<file path="src/rtl/prog_loader.sv">
// prog_loader: parses a length-prefixed byte stream into 32-bit little-endian
// words and writes them into instruction memory from word 0. The CPU is held
// in reset until a complete image has landed.
// Optional trailing XOR checksum byte: define PROG_LOADER_CHECKSUM_EN.
module prog_loader #(
  parameter int ADDR_WIDTH = 8,
  parameter int MAX_WORDS  = 256
) (
  input  logic                  clock,
  input  logic                  reset,
  input  logic                  start,
  input  logic                  byte_valid,
  input  logic [7:0]            byte_data,
  output logic                  byte_ready,
  output logic                  imem_we,
  output logic [ADDR_WIDTH-1:0] imem_addr,
  output logic [31:0]           imem_wdata,
  output logic                  cpu_hold,
  output logic                  done,
  output logic                  error,
  output logic [15:0]           word_count
);

`ifdef PROG_LOADER_CHECKSUM_EN
  typedef enum logic [2:0] {
    S_IDLE, S_LEN_LO, S_LEN_HI, S_DATA, S_WRITE, S_CKSUM, S_DONE, S_ERR
  } state_t;
`else
  typedef enum logic [2:0] {
    S_IDLE, S_LEN_LO, S_LEN_HI, S_DATA, S_WRITE, S_DONE, S_ERR
  } state_t;
`endif

  // 17 bits so a MAX_WORDS of 65536 would still compare correctly
  localparam logic [16:0] MAX_N = 17'(MAX_WORDS);

  state_t      state;
  logic [7:0]  len_lo;
  logic [15:0] n_words;
  logic [1:0]  byte_idx;
  logic        xfer;
  logic [15:0] len_full;
`ifdef PROG_LOADER_CHECKSUM_EN
  logic [7:0]  csum;
`endif

  assign xfer     = byte_valid && byte_ready;
  assign len_full = {byte_data, len_lo};

  // Loader FSM; every output is a register updated alongside the state
  always_ff @(posedge clock or negedge reset) begin
    if (!reset) begin
      state      <= S_IDLE;
      len_lo     <= 8'h00;
      n_words    <= 16'h0000;
      byte_idx   <= 2'd0;
      byte_ready <= 1'b0;
      imem_we    <= 1'b0;
      imem_addr  <= '0;
      imem_wdata <= 32'h0;
      cpu_hold   <= 1'b1;
      done       <= 1'b0;
      error      <= 1'b0;
      word_count <= 16'h0000;
`ifdef PROG_LOADER_CHECKSUM_EN
      csum       <= 8'h00;
`endif
    end else begin
      // write strobe lasts exactly the one WRITE cycle
      imem_we <= 1'b0;
      unique case (state)
        S_IDLE, S_DONE, S_ERR: begin
          if (start) begin
            state      <= S_LEN_LO;
            byte_ready <= 1'b1;
            cpu_hold   <= 1'b1;
            done       <= 1'b0;
            error      <= 1'b0;
            word_count <= 16'h0000;
            imem_addr  <= '0;
            byte_idx   <= 2'd0;
`ifdef PROG_LOADER_CHECKSUM_EN
            csum       <= 8'h00;
`endif
          end
        end
        S_LEN_LO: begin
          if (xfer) begin
            len_lo <= byte_data;
            state  <= S_LEN_HI;
`ifdef PROG_LOADER_CHECKSUM_EN
            csum   <= csum ^ byte_data;
`endif
          end
        end
        S_LEN_HI: begin
          if (xfer) begin
            n_words <= len_full;
`ifdef PROG_LOADER_CHECKSUM_EN
            csum    <= csum ^ byte_data;
`endif
            if ({1'b0, len_full} > MAX_N) begin
              state      <= S_ERR;
              byte_ready <= 1'b0;
              error      <= 1'b1;
            end else if (len_full == 16'h0000) begin
`ifdef PROG_LOADER_CHECKSUM_EN
              state      <= S_CKSUM;
`else
              state      <= S_DONE;
              byte_ready <= 1'b0;
              done       <= 1'b1;
              cpu_hold   <= 1'b0;
`endif
            end else begin
              state <= S_DATA;
            end
          end
        end
        S_DATA: begin
          if (xfer) begin
            // bytes arrive LSB first, so byte k lands in lane k
            imem_wdata[{byte_idx, 3'b000} +: 8] <= byte_data;
            byte_idx <= byte_idx + 2'd1;
`ifdef PROG_LOADER_CHECKSUM_EN
            csum     <= csum ^ byte_data;
`endif
            if (byte_idx == 2'd3) begin
              state      <= S_WRITE;
              byte_ready <= 1'b0;
              imem_we    <= 1'b1;
            end
          end
        end
        S_WRITE: begin
          imem_addr  <= imem_addr + 1'b1;
          word_count <= word_count + 16'd1;
          if (word_count + 16'd1 < n_words) begin
            state      <= S_DATA;
            byte_ready <= 1'b1;
          end else begin
`ifdef PROG_LOADER_CHECKSUM_EN
            state      <= S_CKSUM;
            byte_ready <= 1'b1;
`else
            state      <= S_DONE;
            done       <= 1'b1;
            cpu_hold   <= 1'b0;
`endif
          end
        end
`ifdef PROG_LOADER_CHECKSUM_EN
        S_CKSUM: begin
          if (xfer) begin
            byte_ready <= 1'b0;
            if (byte_data == csum) begin
              state    <= S_DONE;
              done     <= 1'b1;
              cpu_hold <= 1'b0;
            end else begin
              // written words stay in memory; the CPU just stays held
              state    <= S_ERR;
              error    <= 1'b1;
            end
          end
        end
`endif
        default: begin
          state      <= S_IDLE;
          byte_ready <= 1'b0;
        end
      endcase
    end
  end

endmodule
</file>
<file path="config.mk">
export PLATFORM = sky130hd
export DESIGN_NAME = prog_loader
export DESIGN_NICKNAME = d
export VERILOG_FILES = /design/src/rtl/prog_loader.sv
export SDC_FILE = /design/constraint.sdc
export NUM_CORES = 1
export LEC_CHECK = 0
export CORE_MARGIN = 1
export CORE_UTILIZATION = 35
export CTS_CLUSTER_DIAMETER = 30
export DETAILED_ROUTE_END_ITERATION = 8
export MAX_ROUTING_LAYER = met4
export SLEW_MARGIN = 20
export SYNTH_ARGS = -nofsm -noshare
export SYNTH_HDL_FRONTEND = slang
export SYNTH_SLANG_ARGS = --single-unit
</file>
<file path="constraint.sdc">
create_clock -name clock -period 4 [get_ports clock]
set_input_delay 0.8 -clock clock [delete_from_list [all_inputs] [get_ports clock]]
set_output_delay 0.8 -clock clock [all_outputs]
set_load 0.01 [all_outputs]
</file>
Word-level counts from Yosys, hierarchy flattened
Cells that the tools add are included.

ROM bits: 0. Flip-flop bits (word level): 90. Input port bits: 12. RAM bits: 0. Output and inout port bits: 61. Bits in latches: 0. Logic and storage cells: 97. Memories kept: 0.

Divide/modulo/power cells: 0. Multipliers: 0. Equality and inequality tests: 18. Reduce and logical (&&, ||, !) cells: 17. Add/subtract/negate cells: 4. Bitwise gates (word level): 1. Shifts and indexed selects: 2. $lt $le $gt $ge: 2. Mux-type cells: 41.

Operators by type and width (count): 32-bit bitwise mux (1); 16-bit case mux with 2 select lines (1); 8-bit by 7-bit variable shift with 32-bit output, first input constant (1); 8-bit by 7-bit variable part select with 32-bit output (1); 3-bit two-way mux (8); 1-bit two-way mux (20); 2-bit != test, second input constant (10); 16-bit by 1-bit adder with 16-bit output, second input constant (1); 16-bit by 9-bit greater-than comparator with 1-bit output, second input constant (1); 16-bit logical NOT (1); 16-bit less-than comparator (1); 16-bit two-way mux (1); 8-bit case mux with 2 select lines (1); 3-bit case mux with 5 select lines (1); 3-bit equality test, second input constant (3); 8-bit by 1-bit adder with 8-bit output, second input constant (1); 8-bit two-way mux (1); 2-bit AND reduction (4); 5-bit negator with 7-bit output (1); 7-bit AND reduction (1); 3-bit by 2-bit equality test with 1-bit output, second input constant (2); 1-bit case mux with 3 select lines (2); 6-bit AND reduction (1); 2-bit nonzero test (3); 16 further kinds (17).

Longest topological paths before layout
Gate-level depths: netlist of the first run.

Depth in word-level cells: 5. Depth in mapped cells: 14. Gate-level depth less buffers: 13.

Worst setup path before layout of the first run
No wires, ideal clock.

Path type: register to register. From: reg word_count[0]. To: reg done. Cell stages (with the launch flop): 15. Period minus slack after synthesis: 2.989 ns. Arrival time: 2.871 ns. Path slack: 1.011 ns. Path buffers: 1. Cells stage by stage: dfrtp_1 ha_1 and3_1 buf_4 nand3_2 nor2_1 nand3_1 xnor2_1 ha_1 a21oi_1 nand2_1 a2111oi_2 o21ai_2 o221a_1 a21o_1.

Word-level cells in the longest chain between the ends: 4.

Ends and longest elaborated chain: from (decl) (line 21) `output logic [15:0] word_count`; from (signal assigned) (line 137) `word_count <= word_count + 16'd1;`; 16-bit by 1-bit adder with 16-bit output (line 138) `if (word_count + 16'd1 < n_words) begin`; 16-bit less-than comparator (line 138); 2-bit != test (no line); 6-bit AND reduction (no line); to (signal assigned) (line 77) `done <= 1'b0;`; to (signal assigned) (line 112) `done <= 1'b1;`; to (signal assigned) (line 147) `done <= 1'b1;`; to (decl) (line 19) `output logic done,`.

Every way passes these cells. A chain may end at the register's enable or synchronous reset.

Final worst setup path of the first run
Ends and elaborated chain as after synthesis.

==> results of run 1 <==
through the flow:
stage / util, % / instance area, sq um / total power, W
2_1_floorplan: - / 4648 / 0.002104
3_3_place_gp: 43.16 / 5513 / 0.002454
3_5_place_dp: 43.16 / 5513 / 0.002496
4_1_cts: 45.39 / 5798 / 0.003332
5_1_grt: 45.39 / 5798 / 0.003545
6_report: 45.39 / 5798 / 0.003292
placed cells by master (no fill, tap or decap), types with 6 or more instances in the layout:
master,n
a21oi_1,11
clkbuf_16,9
clkdlybuf4s50_1,71
dfrtp_1,89
ha_1,23
inv_1,22
mux2_2,15
mux2_4,9
nand2_1,97
nand3_1,15
nor2_1,22
nor3_1,8
o21ai_0,58
xnor2_1,9
xor2_1,6
layout make-up:
class	count	area share, %
inverter	23	1.489
clock buffer	9	3.884
tap	172	3.712
timing repair buffer	75	12.78
sequential	90	38.86
clock inverter	7	1.036
multi-input combinational	347	38.24
cells by family after synthesis:
family	Yosys count	synth area share, %
buffers and inverters	42	3.822
muxes	25	6.783
and+or+nand+nor	177	17.79
adders and majority gates	23	6.191
AOI/OAI and AO/OA	107	14.11
DFF	90	48.48
xor gates and xnor gates	15	2.826
layer usage:
layer	wire [um]	GRT usage (%)	up-vias
met3	620	4.737	9
met5	0	-	-
li1	-	-	1797
met1	5305	23.78	1737
met2	4821	27.45	95
met4	108	3.882	0
worst register-to-register path, stage by stage, from the launching register on:
cell       delay [ns]
dfrtp_1          0.45
ha_1             0.25
and3_1           0.28
nand3_2          0.15
nor2_1           0.16
nand3_1          0.11
xnor2_1          0.22
ha_1             0.30
a21oi_1          0.15
nand2_1          0.08
a2111oi_2        0.39
o21ai_2          0.14
o221a_1          0.28
a21o_1           0.15
synthesized netlist by cell type (4+ instances only):
cell	count	share of area (%)
a21oi_1	11	1.2
a22o_1	5	0.94
and3_1	4	0.54
buf_2	7	0.75
clkbuf_1	10	0.81
dfrtp_1	89	48
ha_1	23	6.2
inv_1	22	1.8
mux2_2	15	3.6
mux2_4	9	2.9
nand2_1	97	7.8
nand3_1	15	1.6
nor2_1	22	1.8
nor3_1	8	0.86
nor4_1	4	0.54
o21ai_0	58	6.2
o21ai_1	5	0.54
o31ai_1	5	0.81
xnor2_1	9	1.7
xor2_1	6	1.1
power groups by stage:
| stage | logic, W | clock network [W] | registers [W] |
|---|---|---|---|
| 2_1_floorplan | 0.000807 | 0 | 0.00130 |
| 3_3_place_gp | 0.00111 | 0 | 0.00135 |
| 3_5_place_dp | 0.00113 | 0 | 0.00136 |
| 4_1_cts | 0.00114 | 0.000844 | 0.00135 |
| 5_1_grt | 0.00127 | 0.000883 | 0.00139 |
| 6_report | 0.00113 | 0.000821 | 0.00134 |
sequential cells by signal, summed over array words and instances (netlist names):
name / flops
word_count: 16
byte_idx: 2
n_words: 16
imem_wdata: 32
state: 3
done: 1
byte_ready: 1
error: 1
cpu_hold: 1
len_lo: 8
imem_addr: 8
imem_we: 1
worst paths after layout:
path,startpoint,endpoint,slack (ns)
min,cpu_hold$_DFFE_PN1P_,cpu_hold$_DFFE_PN1P_,0.46
max,word_count[0]$_DFFE_PN0P_,done$_DFFE_PN0P_,0.77
min in group asynchronous,reset,word_count[3]$_DFFE_PN0P_,0.55
max in group asynchronous,reset,n_words[10]$_DFFE_PN0P_,2.72
max reg2reg,word_count[0]$_DFFE_PN0P_,done$_DFFE_PN0P_,0.77
min reg2reg,cpu_hold$_DFFE_PN1P_,cpu_hold$_DFFE_PN1P_,0.46
==> flow_metrics.tcl, run 1 <==
set metrics [dict create \
    status "finished, final reports clean" \
    routed_wl_um 10860 \
    antennaDiodeCount 0 \
    worstSetupEndpointType "flip-flop" \
    io_pins 73 \
    multi_input_area_sq_um 2217 \
    firstDrtPassIters 4 \
    wl_per_cell_um 15.01 \
    antenna_found_initial 0 \
    place_hpwl_um 7574 \
    p_int_w 0.002119 \
    stdcell_count 723 \
    grtUsageTotal_pct 17.92 \
    p_comb_share_pct 34.3 \
    power_frac_seq_pct 40.8 \
    crit_slowest_cell "dfrtp_1" \
    synth_seq_cells 90 \
    final-hold-violation-count 0 \
    cts_tree "built" \
    report.final.slew_viol_count 0 \
    cts_htree_levels 3 \
    path_clk_slew_ns 0.07 \
    yosys_warnings 0 \
    clkLatencyLatePin_ns 0.34 \
    whs_path_depth 2 \
    start_kind "flip-flop" \
    final_nets 581 \
    arrival_ns 3.46 \
    crit_cells 13 \
    rows 41 \
    syn_area_sq_um 4648 \
    power_density_nw_per_um2 567.8 \
    final.setup.tns_ns 0 \
    avgSynthCellArea_sq_um 9.704 \
    overflow 0 \
    dieWidth_um 117.2 \
    finalWorstSetupSlack_ns 0.7678 \
    ys_types 54 \
    ant_nets 0 \
    slew_headroom_pct 33.03 \
    crit_buf_inv 0 \
    dr_total_vias 3638 \
    hold_buffers 0 \
    syn_nets 514 \
    r2r_cells 13 \
    vdd_drop_max_v 0.0002798 \
    post-cts-setup-buffers 0 \
    worst-path-max-fanout 6 \
    finalClockSkew_ns 0.005629 \
    required_ns 4.23 \
    p_sw_w 0.001173 \
    regArea_sq_um 2253 \
    gp_congestion 0.7737 \
    post_cts_resized 0 \
    die_height_um 117.2 \
    grt_pass1_vias 3580 \
    grt_pass1_wl_um 18330 \
    port_buffers 72 \
    ys_async_sr_fraction_pct 100.0 \
    core_area_sq_um 12770 \
    fillCellCount 1203 \
    p_clk_share_pct 24.9 \
    cap_viol_max_count 0 \
    worstMarginPinSlew_ns 1.002 \
    slowest_delay_ns 0.45 \
    drc 0 \
    fp.dieArea_sq_um 13750 \
    clock_path_buffers 2 \
    clock_sinks 90 \
    area_growth_pct 24.74 \
    via_per_inst 5.032 \
    cp_common_cell "ha_1" \
    cp_top_family "compound AO/OA/AOI/OAI gates" \
    synth_edf_count 0 \
    period_share_pct 80.80 \
    period_needed_ns 3.232 \
    setup_viol 0 \
    grt_start_max_net_pins 64 \
    rsz0062_at_grt "no" \
    dp_slack_ns 0.7837 \
    ys_seq_area_share_pct 48.48 \
    cts_root_buf "clkbuf_16" \
    first_iter_violations 172 \
    syn_inst 479 \
    dp.cells 707 \
    synth_top_flop_cell "dfrtp_1" \
    path_class "reg -> reg" \
    drive_gt1_share_pct 11.43 \
    holdWs_ns 0.4609 \
    leakage_nw 2.563 \
    cts_buffers 9 \
    switching_share_pct 35.64 \
    hold_class "reg -> reg" \
    initial_core_util_pct 36.39 \
    crit_chain "ha_1 -> and3_1 -> nand3_2 -> nor2_1 -> nand3_1 -> xnor2_1 -> ha_1 -> a21oi_1 -> nand2_1 -> a2111oi_2 -> o21ai_2 -> o221a_1 -> a21o_1" \
    timing.fmax_ghz 0.3094 \
]
(Power assumes the default switching activity.)
==> run 2, diff against run 1 <==
==> constraint.sdc (replaced) <==
create_clock -name clock -period 2.7 [get_ports clock]
set_input_delay 0.54 -clock clock [delete_from_list [all_inputs] [get_ports clock]]
set_output_delay 0.54 -clock clock [all_outputs]
set_load 0.01 [all_outputs]
==> run 2 against run 1 <==
The run now ends with setup timing left. Clock power rose by 47%. Clock skew rose by 0.0019 ns. Clock-buffer cell count did not move. Utilization rose by 3.3 points. Worst setup slack got worse by 0.87 ns. Flip-flop and latch count did not move. Hold slack got worse by 0.24 ns. Maximum frequency rose by 15%. Global-route usage rose by 0.60 points.
==> flow_metrics.tcl, run 2 (same netlist as run 1, synthesis figures left out) <==
set metrics [dict create \
    via_per_inst 4.988 \
    finalClockSkew_ns 0.007512 \
    clock_path_buffers 2 \
    cap_viol_max_count 0 \
    worstSetupEndpointType "flip-flop" \
    p_sw_w 0.001785 \
    dp_slack_ns -0.2334 \
    gp_congestion 0.8445 \
    status "finished with violations" \
    final_nets 627 \
    cts_root_buf "clkbuf_16" \
    slew_headroom_pct 53.87 \
    rsz0062_at_grt "yes" \
    period_share_pct 103.9 \
    violations "setup timing" \
    required_ns 2.93 \
    cp_top_family "simple AND/OR/NAND/NOR gates" \
    firstDrtPassIters 4 \
    crit_slowest_cell "dfrtp_1" \
    hold_buffers 0 \
    crit_buf_inv 1 \
    path_class "reg -> reg" \
    p_clk_share_pct 24.1 \
    antennaDiodeCount 0 \
    rows 41 \
    stdcell_count 769 \
    grtUsageTotal_pct 18.52 \
    largest_reg_flops 32 \
    power_frac_seq_pct 39.5 \
    top_register "imem_wdata" \
    arrival_ns 3.04 \
    grt_pass1_wl_um 18890 \
    die_height_um 117.2 \
    worstMarginPinSlew_ns 0.6874 \
    power_density_nw_per_um2 808.5 \
    grt_pass1_vias 3738 \
    antenna_found_initial 0 \
    ant_nets 0 \
    io_pins 73 \
    dieWidth_um 117.2 \
    period_needed_ns 2.806 \
    largest_registers "imem_wdata (32), n_words (16), word_count (16)" \
    vdd_drop_max_v 0.0003862 \
    slowest_delay_ns 0.39 \
    r2r_start "word_count[2]$_DFFE_PN0P_" \
    initial_core_util_pct 36.39 \
    r2r_cells 12 \
    port_buffers 72 \
    layout_common_cells "97 x nand2_1, 88 x dfrtp_1, 71 x clkdlybuf4s50_1, 58 x o21ai_0, 49 x buf_4" \
    setup_viol 5 \
    cts_buffers 9 \
    clock_sinks 90 \
    switching_share_pct 35.52 \
    fp.dieArea_sq_um 13750 \
    leakage_nw 2.805 \
    cts_htree_levels 3 \
    finalWorstSetupSlack_ns -0.1064 \
    drc 0 \
    worst-path-max-fanout 4 \
    p_comb_share_pct 36.3 \
    p_int_w 0.003239 \
    place_hpwl_um 8095 \
    rrSetupSlack_ns -0.11 \
    report.final.slew_viol_count 0 \
    final_common_cell "nand2_1" \
    crit_chain "nand3_2 -> nor4_4 -> and4_4 -> xor2_1 -> ha_1 -> nand4_1 -> buf_4 -> nor3_2 -> a2111oi_2 -> o21ai_2 -> o221a_1 -> a21o_1" \
    grt_start_max_net_pins 48 \
    timing.fmax_ghz 0.3563 \
    dp.cells 747 \
    area_growth_pct 33.67 \
    wl_per_cell_um 14.77 \
    dr_total_vias 3836 \
    fillCellCount 1185 \
    hold_class "in -> async" \
    first_iter_violations 223 \
    cts_tree "built" \
    final-hold-violation-count 0 \
    clkLatencyLatePin_ns 0.34 \
    drive_gt1_share_pct 19.77 \
    start_kind "flip-flop" \
    overflow 0 \
    path_clk_slew_ns 0.07 \
    r2r-end "done$_DFFE_PN0P_" \
    core_area_sq_um 12770 \
    routed_wl_um 11360 \
]
run 2: area by class of cell:
type	instances	area [sq um]	area share (%)
multi-input cells	347	2271	36.55
well taps	172	215.2	3.464
clock buffers	9	225.2	3.625
repair buffers	121	1099	17.68
inverters	23	86.33	1.389
clock inverters	7	62.56	1.007
flip-flops and latches	90	2255	36.29
run 2: per-stage QoR:
step	area, sq um	power (W)	utilization [%]	TNS [ns]	hold WS (ns)
floorplan	4666	0.003119	-	-0.5807	0.2444
global placement	5839	0.003738	45.71	-0.4869	0.4591
detailed placement	5839	0.003808	45.71	-0.9642	0.4649
CTS	6180	0.005049	48.38	-0.4102	0.2402
global route	6213	0.005374	48.64	-1.108	0.2735
finish	6213	0.005023	48.64	-0.2534	0.2210
run 2: worst max-delay path by stage:
stage,from,endpoint,slack (ns),depth (start not counted)
3_5_place_dp,word_count[1]$_DFFE_PN0P_,done$_DFFE_PN0P_,-0.23,13
3_3_place_gp,word_count[1]$_DFFE_PN0P_,done$_DFFE_PN0P_,-0.14,13
5_1_grt,word_count[1]$_DFFE_PN0P_,done$_DFFE_PN0P_,-0.28,12
4_1_cts,word_count[1]$_DFFE_PN0P_,state[1]$_DFFE_PN0P_,-0.12,14
6_report,word_count[2]$_DFFE_PN0P_,done$_DFFE_PN0P_,-0.11,12
2_1_floorplan,word_count[1]$_DFFE_PN0P_,done$_DFFE_PN0P_,-0.20,14
run 2: metal layers:
| metal | vias up | track usage (%) | part of all wire (%) |
|---|---|---|---|
| met2 | 99 | 28.35 | 45 |
| met4 | 0 | 4.135 | 0.84 |
| met1 | 1848 | 24.98 | 49 |
| met3 | 10 | 4.222 | 4.9 |
| met5 | - | - | 0 |
| li1 | 1879 | - | - |
run 2: power by group through the flow:
stage	clock network, W	logic [W]	registers (W)
3_3_place_gp	0	0.00174	0.00200
6_report	0.00121	0.00183	0.00199
3_5_place_dp	0	0.00180	0.00201
2_1_floorplan	0	0.00120	0.00192
4_1_cts	0.00125	0.00182	0.00199
5_1_grt	0.00130	0.00203	0.00204
run 2: what timing repair did:
item	in CTS	in global routing
endpoints found under the setup margin	5	5
resized for setup	5	4
buffers inserted	4	2
pin swaps	14	9
run 2: worst reg2reg max path: cells and delay by family, from the launching register on:
kind | cells | cell delay, ns
and+or+nand+nor | 5 | 0.94
AOI/OAI and AO/OA | 4 | 0.83
DFF | 1 | 0.39
adders and majority gates | 1 | 0.26
xor gates and xnor gates | 1 | 0.15
buffers and inverters | 1 | 0.14
